## config.mk

```make
export PLATFORM = sky130hd
export DESIGN_NAME = simmem_release_scheduler
export DESIGN_NICKNAME = d
export VERILOG_FILES = /design/src/rtl/simmem_pkg.sv /design/src/rtl/simmem_delay_slot.sv /design/src/rtl/simmem_release_scheduler.sv
export SDC_FILE = /design/constraint.sdc
export NUM_CORES = 1
export LEC_CHECK = 0
export ABC_AREA = 1
export CORE_ASPECT_RATIO = 1.75
export CORE_MARGIN = 2
export CORE_UTILIZATION = 65
export CTS_CLUSTER_DIAMETER = 60
export DETAILED_ROUTE_END_ITERATION = 8
export PLACE_DENSITY_LB_ADDON = 0.2
export SLEW_MARGIN = 10
export SYNTH_ARGS = -nofsm -noshare
export SYNTH_HDL_FRONTEND = slang
export SYNTH_SLANG_ARGS = --single-unit
```

## constraint.sdc

```tcl
create_clock -name clk_i -period 6.8 [get_ports clk_i]
set_clock_uncertainty 0.15 [all_clocks]
set_input_delay 2.04 -clock clk_i [delete_from_list [all_inputs] [get_ports clk_i]]
set_output_delay 2.04 -clock clk_i [all_outputs]
set_load 0.05 [all_outputs]
```

## src/rtl/simmem_pkg.sv

```systemverilog
// Shared types and default sizes for the simulated-memory release scheduler.
package simmem_pkg;

  localparam int unsigned DefaultIDWidth     = 2;
  localparam int unsigned DefaultDelayWidth  = 8;
  localparam int unsigned DefaultNbSlots     = 8;
  localparam int unsigned DefaultCreditWidth = 4;

  typedef struct packed {
    logic                         valid;
    logic [DefaultIDWidth-1:0]    id;
    logic [DefaultDelayWidth-1:0] counter;
  } slot_t;

endpackage

```

## src/rtl/simmem_delay_slot.sv

```systemverilog
// One delay countdown: loads an ID and latency, counts down to zero and
// then holds there (expired) until the scheduler clears it.
module simmem_delay_slot
  import simmem_pkg::*;
#(
  parameter int unsigned IDWidth    = DefaultIDWidth,
  parameter int unsigned DelayWidth = DefaultDelayWidth
) (
  input  logic                  clk_i,
  input  logic                  rst_ni,
  input  logic                  load_i,
  input  logic                  clear_i,
  input  logic [IDWidth-1:0]    id_i,
  input  logic [DelayWidth-1:0] delay_i,
  output logic                  valid_o,
  output logic [IDWidth-1:0]    id_o,
  output logic                  expired_o
);

  logic                  valid_q, valid_d;
  logic [IDWidth-1:0]    id_q, id_d;
  logic [DelayWidth-1:0] counter_q, counter_d;

  // Next-state: load has priority and skips the decrement on its own edge.
  always_comb begin
    valid_d   = valid_q;
    id_d      = id_q;
    counter_d = counter_q;
    if (load_i) begin
      valid_d   = 1'b1;
      id_d      = id_i;
      counter_d = delay_i;
    end else if (clear_i) begin
      valid_d   = 1'b0;
      counter_d = {DelayWidth{1'b0}};
    end else if (valid_q && (counter_q != {DelayWidth{1'b0}})) begin
      counter_d = counter_q - DelayWidth'(1);
    end else begin
      counter_d = counter_q;
    end
  end

  // Slot state registers.
  always_ff @(posedge clk_i or negedge rst_ni) begin
    if (!rst_ni) begin
      valid_q   <= 1'b0;
      id_q      <= {IDWidth{1'b0}};
      counter_q <= {DelayWidth{1'b0}};
    end else begin
      valid_q   <= valid_d;
      id_q      <= id_d;
      counter_q <= counter_d;
    end
  end

  assign valid_o   = valid_q;
  assign id_o      = id_q;
  assign expired_o = valid_q && (counter_q == {DelayWidth{1'b0}});

endmodule

```

## src/rtl/simmem_release_scheduler.sv

```systemverilog
// Per-ID release controller: counts delay requests down in slots and turns
// expiries into per-ID release credits that gate the linked-list bank.
module simmem_release_scheduler
  import simmem_pkg::*;
#(
  parameter int unsigned IDWidth     = DefaultIDWidth,
  parameter int unsigned NbSlots     = DefaultNbSlots,
  parameter int unsigned DelayWidth  = DefaultDelayWidth,
  parameter int unsigned CreditWidth = DefaultCreditWidth
) (
  input  logic                         clk_i,
  input  logic                         rst_ni,
  input  logic                         delay_valid_i,
  output logic                         delay_ready_o,
  input  logic [IDWidth-1:0]           delay_id_i,
  input  logic [DelayWidth-1:0]        delay_i,
  output logic [2**IDWidth-1:0]        release_en_o,
  input  logic                         released_valid_i,
  input  logic [IDWidth-1:0]           released_id_i,
  output logic [$clog2(NbSlots+1)-1:0] free_slots_o,
  output logic                         underflow_o
);

  localparam int unsigned NbIds     = 2**IDWidth;
  localparam int unsigned FreeWidth = $clog2(NbSlots+1);
  localparam logic [CreditWidth-1:0] CreditMax = {CreditWidth{1'b1}};

  logic [NbSlots-1:0] slot_valid_s, slot_free_s, slot_expired_s;
  logic [NbSlots-1:0] slot_load_s, slot_clear_s;
  logic [IDWidth-1:0] slot_id_s [NbSlots];

  logic                   accept_s, taken_s;
  logic [NbIds-1:0]       dec_s, room_s, seen_s, inc_s;
  logic [CreditWidth-1:0] credit_q [NbIds];
  logic [CreditWidth-1:0] credit_d [NbIds];
  logic                   underflow_q, underflow_d;
  logic [FreeWidth-1:0]   free_cnt_s;

  for (genvar s = 0; s < NbSlots; s++) begin : g_slot
    simmem_delay_slot #(
      .IDWidth   (IDWidth),
      .DelayWidth(DelayWidth)
    ) u_slot (
      .clk_i    (clk_i),
      .rst_ni   (rst_ni),
      .load_i   (slot_load_s[s]),
      .clear_i  (slot_clear_s[s]),
      .id_i     (delay_id_i),
      .delay_i  (delay_i),
      .valid_o  (slot_valid_s[s]),
      .id_o     (slot_id_s[s]),
      .expired_o(slot_expired_s[s])
    );
  end

  assign slot_free_s = ~slot_valid_s;

  // Lowest-index free slot takes an accepted request.
  always_comb begin
    accept_s = delay_valid_i & delay_ready_o;
    taken_s  = 1'b0;
    for (int s = 0; s < NbSlots; s++) begin
      slot_load_s[s] = accept_s & slot_free_s[s] & ~taken_s;
      taken_s        = taken_s | slot_free_s[s];
    end
  end

  // A full credit counter can still absorb a retirement when it is consumed on the same edge.
  always_comb begin
    for (int i = 0; i < NbIds; i++) begin
      dec_s[i]  = released_valid_i & (released_id_i == IDWidth'(i));
      room_s[i] = (credit_q[i] != CreditMax) | dec_s[i];
    end
  end

  // Per ID, only the lowest-index expired slot retires, and only with credit room.
  always_comb begin
    slot_clear_s = {NbSlots{1'b0}};
    seen_s       = {NbIds{1'b0}};
    for (int i = 0; i < NbIds; i++) begin
      for (int s = 0; s < NbSlots; s++) begin
        slot_clear_s[s] = slot_clear_s[s] |
                          (slot_expired_s[s] & (slot_id_s[s] == IDWidth'(i)) & ~seen_s[i] & room_s[i]);
        seen_s[i]       = seen_s[i] | (slot_expired_s[s] & (slot_id_s[s] == IDWidth'(i)));
      end
    end
    inc_s = seen_s & room_s;
  end

  // Credit next-state and sticky underflow on a release against an empty credit.
  always_comb begin
    underflow_d = underflow_q;
    for (int i = 0; i < NbIds; i++) begin
      credit_d[i] = credit_q[i];
      case ({inc_s[i], dec_s[i]})
        2'b10: credit_d[i] = credit_q[i] + CreditWidth'(1);
        2'b01: begin
          if (credit_q[i] == {CreditWidth{1'b0}}) begin
            underflow_d = 1'b1;
          end else begin
            credit_d[i] = credit_q[i] - CreditWidth'(1);
          end
        end
        default: credit_d[i] = credit_q[i];
      endcase
    end
  end

  // Credit and error registers.
  always_ff @(posedge clk_i or negedge rst_ni) begin
    if (!rst_ni) begin
      for (int i = 0; i < NbIds; i++) begin
        credit_q[i] <= {CreditWidth{1'b0}};
      end
      underflow_q <= 1'b0;
    end else begin
      for (int i = 0; i < NbIds; i++) begin
        credit_q[i] <= credit_d[i];
      end
      underflow_q <= underflow_d;
    end
  end

  // Free-slot popcount over the slot valid registers.
  always_comb begin
    free_cnt_s = {FreeWidth{1'b0}};
    for (int s = 0; s < NbSlots; s++) begin
      free_cnt_s = free_cnt_s + FreeWidth'(slot_free_s[s]);
    end
  end

  // Release enables straight from the credit registers.
  always_comb begin
    for (int i = 0; i < NbIds; i++) begin
      release_en_o[i] = (credit_q[i] != {CreditWidth{1'b0}});
    end
  end

  assign delay_ready_o = |slot_free_s;
  assign free_slots_o  = free_cnt_s;
  assign underflow_o   = underflow_q;

endmodule

```

==> results of run 1 <==
[cell usage after synthesis (2+ instances only)]
cell type,n
clkinv_1,2
nand2_4,2
a21oi_1,17
nand2_2,5
inv_1,183
inv_2,7
nand3b_1,10
dfrtp_1,105
nor2_2,8
nor4_1,5
buf_4,2
buf_2,2
fa_1,8
or3_1,2
ha_1,26
nand3_1,93
nor2_4,8
o21ai_0,60
clkbuf_1,6
a31oi_1,5
nor2_1,97
nand2_1,329
nand4_1,36
xor2_1,32
o21ai_1,17
xnor2_1,12
o22ai_1,13
nand3_2,6
nor3_1,24
o21ai_2,2
[tightest hold or removal path: cells and delay by family (launching register included)]
kind	cells	cell delay [ns]
flops	1	0.35
simple gates	2	0.10
[path summary, 6_finish.rpt]
check	end	slack [ns]	from	depth (start not counted)
max	free_slots_o[2]	0.36	g_slot[0].u_slot.valid_o	9
min	g_slot[4].u_slot.counter_q[0]	0.33	g_slot[4].u_slot.counter_q[0]	2
max reg2reg	g_slot[3].u_slot.counter_q[6]	3.55	g_slot[0].u_slot.valid_o	14
min reg2reg	g_slot[4].u_slot.counter_q[0]	0.33	g_slot[4].u_slot.counter_q[0]	2
max in group asynchronous	g_slot[2].u_slot.id_o[1]	3.84	rst_ni	2
min in group asynchronous	g_slot[7].u_slot.counter_q[3]	1.63	rst_ni	1
[cell usage in the layout (no fill, tap or decap), drive strengths merged]
cell	instances
nor4	6
inv	190
fa	8
ha	26
clkdlybuf4s50	24
clkbuf	10
nand3b	11
a21oi	18
nand3	100
nor2	114
o21ai	79
or3	2
clkinv	3
a211oi	1
nand2	336
bufinv	2
nand4	37
nor3b	1
or2	1
clkinvlp	2
nor3	25
o22ai	13
xor2	32
a31oi	6
and2	1
buf	4
and3	1
xnor2	12
dfrtp	105
[where the power goes]
part | total, mW | leakage, nW | internal [mW] | switching (mW)
clock network | 0.565 | 0.151 | 0.330 | 0.235
logic | 2.44 | 3.15 | 0.882 | 1.56
registers | 1.22 | 1.24 | 0.927 | 0.290
[cell type report]
class | instances | area, sq um
multi-input cells | 830 | 4410
fillers | 1009 | 3350
flip-flops and latches | 105 | 2630
inverters | 192 | 721
repair buffers | 28 | 270
clock buffers | 10 | 239
well taps | 137 | 171
clock inverters | 5 | 80.1
[sequential cells by signal, indices dropped and copies added (netlist names)]
signal	cells
credit_q	16
g_slot.u_slot.id_o	16
g_slot.u_slot.counter_q	64
g_slot.u_slot.valid_o	8
underflow_o	1
[logic make-up (layout without fill, tap and decap cells)]
family / count (synthesis) / count (layout) / synth area share (%)
compound gates: 117 / 117 / 8.26
xor+xnor: 44 / 44 / 4.93
fa+ha+maj: 34 / 34 / 6.21
buf+inv: 203 / 235 / 9.90
flops: 105 / 105 / 33.6
simple gates: 635 / 635 / 37.1
[metrics by stage]
stage | util (%) | instance area, sq um
after floorplan | - | 7810
after detailed placement | 69.1 | 8200
after global placement | 69.1 | 8200
final | 71.8 | 8520
after CTS | 71.8 | 8520
after global routing | 71.8 | 8520
[metal layers]
layer	wire length (um)	vias to the layer above
li1	-	3674
met1	7500	3383
met2	9920	215
met3	883	58
met4	894	0
met5	0	-
==> results.json, run 1 <==
{
  "outcome": "finished, final reports clean",
  "final.setup.tns_ns": 0,
  "yosysTopAreaCellShare_pct": 33.6,
  "grt_max_degree": 69,
  "syn2layout_area_growth_pct": 9.06,
  "syn_area_per_cell_sq_um": 6.87,
  "critical_path.max_stage_delay_ns": 0.83,
  "die_w_um": 86.9,
  "cp.arrival_ns": 4.25,
  "syn-cell-area_sq_mm": 0.00781,
  "end_kind": "output pin",
  "insertedDiodeCount": 0,
  "max_freq_mhz": 155,
  "yosys_register_bits": 105,
  "async_flop_share_pct": 100,
  "whs_ns": 0.330,
  "yosys_warnings": 0,
  "dp_cells": 1292,
  "finalPower_mw": 4.22,
  "clock_sinks": 105,
  "fin_ws_ns": 0.358,
  "yosysSeqAreaShare_pct": 33.6,
  "hp-class": "reg -> reg",
  "worstSetupPathType": "reg -> out",
  "cts_buffer_depth": 2,
  "syn_inst": 1138,
  "grt_setup_unrepaired": "no",
  "fin_nets": 1216,
  "yosys.area.top_type": "dfrtp_1",
  "grt.overflow.total": 0,
  "use_met2_pct": 55.2,
  "firstDrtPassIters": 5,
  "htreeDepth": 3,
  "ir_drop_mv": 1.44,
  "initial_utilization_pct": 65.8,
  "dpl.hpwl_um": 14300,
  "crit_path_frequent_cell": "fa_1",
  "synthesis.nets": 1188,
  "cellPowerDensity_mw_per_mm2": 495,
  "clk_pin_slew_ns": 0.07,
  "drt_wl_total_um": 19200,
  "tightestPinTransition_ns": 1.19,
  "grt_use_met3_pct": 3.54,
  "dr.first_iter.drc_count": 481,
  "layout-drive-gt1-share_pct": 5.73,
  "grt_use_met1_pct": 34.9,
  "antenna_left": 0,
  "cp_max_fo": 7,
  "relSlewSlack_pct": 20.3,
  "cts-root-buf": "clkbuf_16",
  "clkLatencyLatePin_ns": 0.36,
  "grt_pass1_vias": 7109,
  "cts_resized": 0,
  "post-route-drc-count": 0,
  "cts_tree": "done",
  "rows": 53,
  "layoutNonFillerInstCount": 1307,
  "viasPerCell": 5.61,
  "synth_edf_count": 0,
  "wire_per_inst_um": 14.7,
  "core_sq_mm": 0.0119,
  "grt_usage_pct": 30.8,
  "report.final.setup_viol": 0,
  "path_cells": "inv_1 -> fa_1 -> fa_1 -> fa_1 -> ha_1 -> inv_1 -> fa_1 -> xnor2_1 -> clkdlybuf4s50_1",
  "antenna_found_initial": 0,
  "worst-endpoint-required_ns": 4.61,
  "fp.dieArea_sq_mm": 0.0129,
  "grt-busiest-layer": "met2",
  "grt_pass1_wl_um": 31700,
  "critPathSlowestCell": "clkdlybuf4s50_1",
  "slew_violations": 0,
  "startpoint_type": "flop",
  "synth.area.top_cells": "dfrtp_1 34%, nand2_1 16%, inv_1 8.8%",
  "cp_num_buf_inv": 3,
  "cts_inserted_buffers": 9,
  "min_period_ns": 6.44,
  "ys_types": 44,
  "die_h_um": 149,
  "post-route-period-util_pct": 94.7,
  "leakage_nw": 4.54,
  "io_buffers": 25,
  "maxCapViolations": 0,
  "hold_viol": 0,
  "vias": 7330,
  "gp_congestion": 0.955,
  "io_pins": 26,
  "postCtsHoldBufs": 0,
  "cp_top_family": "adder cells",
  "place_ws_ns": 0.776,
  "synth_ff_type": "dfrtp_1",
  "cts_setup_buffers": 0
}
No activity file was read; power rests on OpenSTA's default activity.
==> run 2: changes to the inputs <==
--- a/config.mk
+++ b/config.mk
@@ -8,9 +8,10 @@
 export ABC_AREA = 1
 export CORE_ASPECT_RATIO = 1.75
 export CORE_MARGIN = 2
-export CORE_UTILIZATION = 65
+export CORE_UTILIZATION = 59
 export CTS_CLUSTER_DIAMETER = 60
 export DETAILED_ROUTE_END_ITERATION = 8
+export GPL_ROUTABILITY_DRIVEN = 0
 export PLACE_DENSITY_LB_ADDON = 0.2
 export SLEW_MARGIN = 10
 export SYNTH_ARGS = -nofsm -noshare
==> results.json, run 2 (synthesized netlist as in run 1, its figures left out) <==
{
  "layout-drive-gt1-share_pct": 5.89,
  "drt_wl_total_um": 19200,
  "viasPerCell": 5.43,
  "grt_use_met1_pct": 32.7,
  "reg2reg_from": "g_slot[2].u_slot.counter_q[0]",
  "grt_use_met3_pct": 4.00,
  "clkLatencyLatePin_ns": 0.36,
  "dpl.hpwl_um": 14600,
  "cts_setup_buffers": 0,
  "dp_cells": 1327,
  "cts_tree": "done",
  "rows": 55,
  "placed_area_sq_mm": 0.00825,
  "cp_max_fo": 7,
  "htreeDepth": 3,
  "final_common_cell": "nand2_1",
  "relSlewSlack_pct": 44.5,
  "clk_pin_slew_ns": 0.08,
  "regArea_sq_mm": 0.00263,
  "p_clk_share_pct": 13.7,
  "grt-busiest-layer": "met2",
  "dr.first_iter.drc_count": 329,
  "grt_pass1_wl_um": 32800,
  "core_sq_mm": 0.0129,
  "layoutNonFillerInstCount": 1343,
  "maxCapViolations": 0,
  "antenna_left": 0,
  "seq_power_share_pct": 28.9,
  "cts_buffer_depth": 2,
  "report.final.setup_viol": 0,
  "whs_path_depth": 2,
  "final_cell_mix": "329 x nand2_1, 183 x inv_1, 105 x dfrtp_1, 97 x nor2_1, 93 x nand3_1",
  "clock_sinks": 105,
  "tightestPinTransition_ns": 0.833,
  "reg2reg_to": "credit_q[15]",
  "grt_usage_pct": 28.6,
  "io_pins": 26,
  "post-route-period-util_pct": 93.8,
  "vias": 7292,
  "die_h_um": 156,
  "finalPower_mw": 4.20,
  "cp.arrival_ns": 4.19,
  "regMostFlops": "g_slot.u_slot.counter_q",
  "grt_setup_unrepaired": "no",
  "grt_max_degree": 64,
  "startpoint": "g_slot[0].u_slot.valid_o",
  "ir_drop_mv": 1.65,
  "antenna_found_initial": 0,
  "startpoint_type": "flop",
  "critical_path.max_stage_delay_ns": 0.84,
  "max_freq_mhz": 157,
  "holdPathEnd": "credit_q[3]",
  "worst-endpoint-required_ns": 4.61,
  "nFillCells": 1218,
  "fin_nets": 1217,
  "multi_input_area_sq_mm": 0.00441,
  "ff2ff_setup_slack_ns": 3.63,
  "syn2layout_area_growth_pct": 9.79,
  "outcome": "finished, final reports clean",
  "insertedDiodeCount": 0,
  "grt_pass1_vias": 7033,
  "p_comb_share_pct": 57.4,
  "largest_register_ffs": 64,
  "p_int_mw": 2.13,
  "cellPowerDensity_mw_per_mm2": 490,
  "power.switching_mw": 2.07,
  "fin_util_pct": 66.3,
  "min_period_ns": 6.38,
  "grt.overflow.total": 0,
  "io_buffers": 25,
  "hold_viol": 0,
  "end_kind": "output pin",
  "cts_resized": 0,
  "path_cells": "inv_1 -> fa_1 -> fa_1 -> fa_1 -> ha_1 -> inv_1 -> fa_1 -> xnor2_1 -> clkdlybuf4s50_1",
  "firstDrtPassIters": 5,
  "final.setup.tns_ns": 0,
  "cts_inserted_buffers": 9,
  "use_met2_pct": 52.7,
  "worstSetupPathType": "reg -> out",
  "hp-class": "reg -> reg",
  "switching_share_pct": 49.4,
  "postCtsHoldBufs": 0,
  "crit_path_frequent_cell": "fa_1",
  "design_area_sq_mm": 0.00858,
  "slew_violations": 0,
  "hp-start": "credit_q[3]",
  "wire_per_inst_um": 14.3,
  "reg2regPathDepth": 20,
  "fp.dieArea_sq_mm": 0.0142,
  "die_w_um": 91.0,
  "cts-root-buf": "clkbuf_16",
  "leakage_nw": 4.56,
  "initial_utilization_pct": 60.4,
  "post-route-drc-count": 0,
  "critPathSlowestCell": "clkdlybuf4s50_1"
}
[run 2: worst max-delay path by stage]
stage / to / slack, ns / depth (start not counted)
6_report: free_slots_o[2] / 0.42 / 9
4_1_cts: free_slots_o[2] / 0.43 / 9
5_1_grt: free_slots_o[2] / 0.24 / 9
3_5_place_dp: free_slots_o[2] / 0.85 / 9
3_3_place_gp: free_slots_o[2] / 0.84 / 9
2_1_floorplan: free_slots_o[2] / 1.12 / 8
[run 2: critical path: cells and delay by family (launching register included)]
kind	cells	cell delay [ns]
adders and majority gates	5	2.12
xor gates and xnor gates	1	0.20
buffers and inverters	3	1.05
DFF	1	0.47
[run 2: final cells by class]
| type | count | area share [%] |
|---|---|---|
| tap | 171 | 2.49 |
| clock inverter | 7 | 1.17 |
| inverter | 192 | 8.40 |
| sequential | 105 | 30.6 |
| timing repair buffer | 29 | 3.24 |
| multi-input combinational | 830 | 51.4 |
| clock buffer | 9 | 2.63 |
[run 2: per-stage QoR]
stage	setup WS (ns)	hold slack, ns
after floorplan	1.12	0.291
after global placement	0.844	0.305
after detailed placement	0.845	0.310
after CTS	0.427	0.327
after global routing	0.239	0.344
final	0.421	0.332
[run 2: metal layers]
metal / wire length, um / part of all wire [%]
met5: 0 / 0
met4: 805 / 4.2
met3: 604 / 3.1
met2: 10000 / 52
met1: 7780 / 41
[run 2: power by group through the flow]
stage / sequential, mW / clock [mW] / combinational [mW]
after global placement: 1.20 / 0 / 2.36
after detailed placement: 1.21 / 0 / 2.40
final: 1.21 / 0.577 / 2.41
after global routing: 1.26 / 0.613 / 2.75
after floorplan: 1.15 / 0 / 1.86
after CTS: 1.20 / 0.591 / 2.42
==> run 3: changes to the inputs <==
--- a/config.mk
+++ b/config.mk
@@ -12,6 +12,7 @@
 export CTS_CLUSTER_DIAMETER = 60
 export DETAILED_ROUTE_END_ITERATION = 8
 export GPL_ROUTABILITY_DRIVEN = 0
+export HOLD_SLACK_MARGIN = 0.02
 export PLACE_DENSITY_LB_ADDON = 0.2
 export SLEW_MARGIN = 10
 export SYNTH_ARGS = -nofsm -noshare
==> results of run 3 <==
Final layout, timing and power as in run 2 (identical DEF).
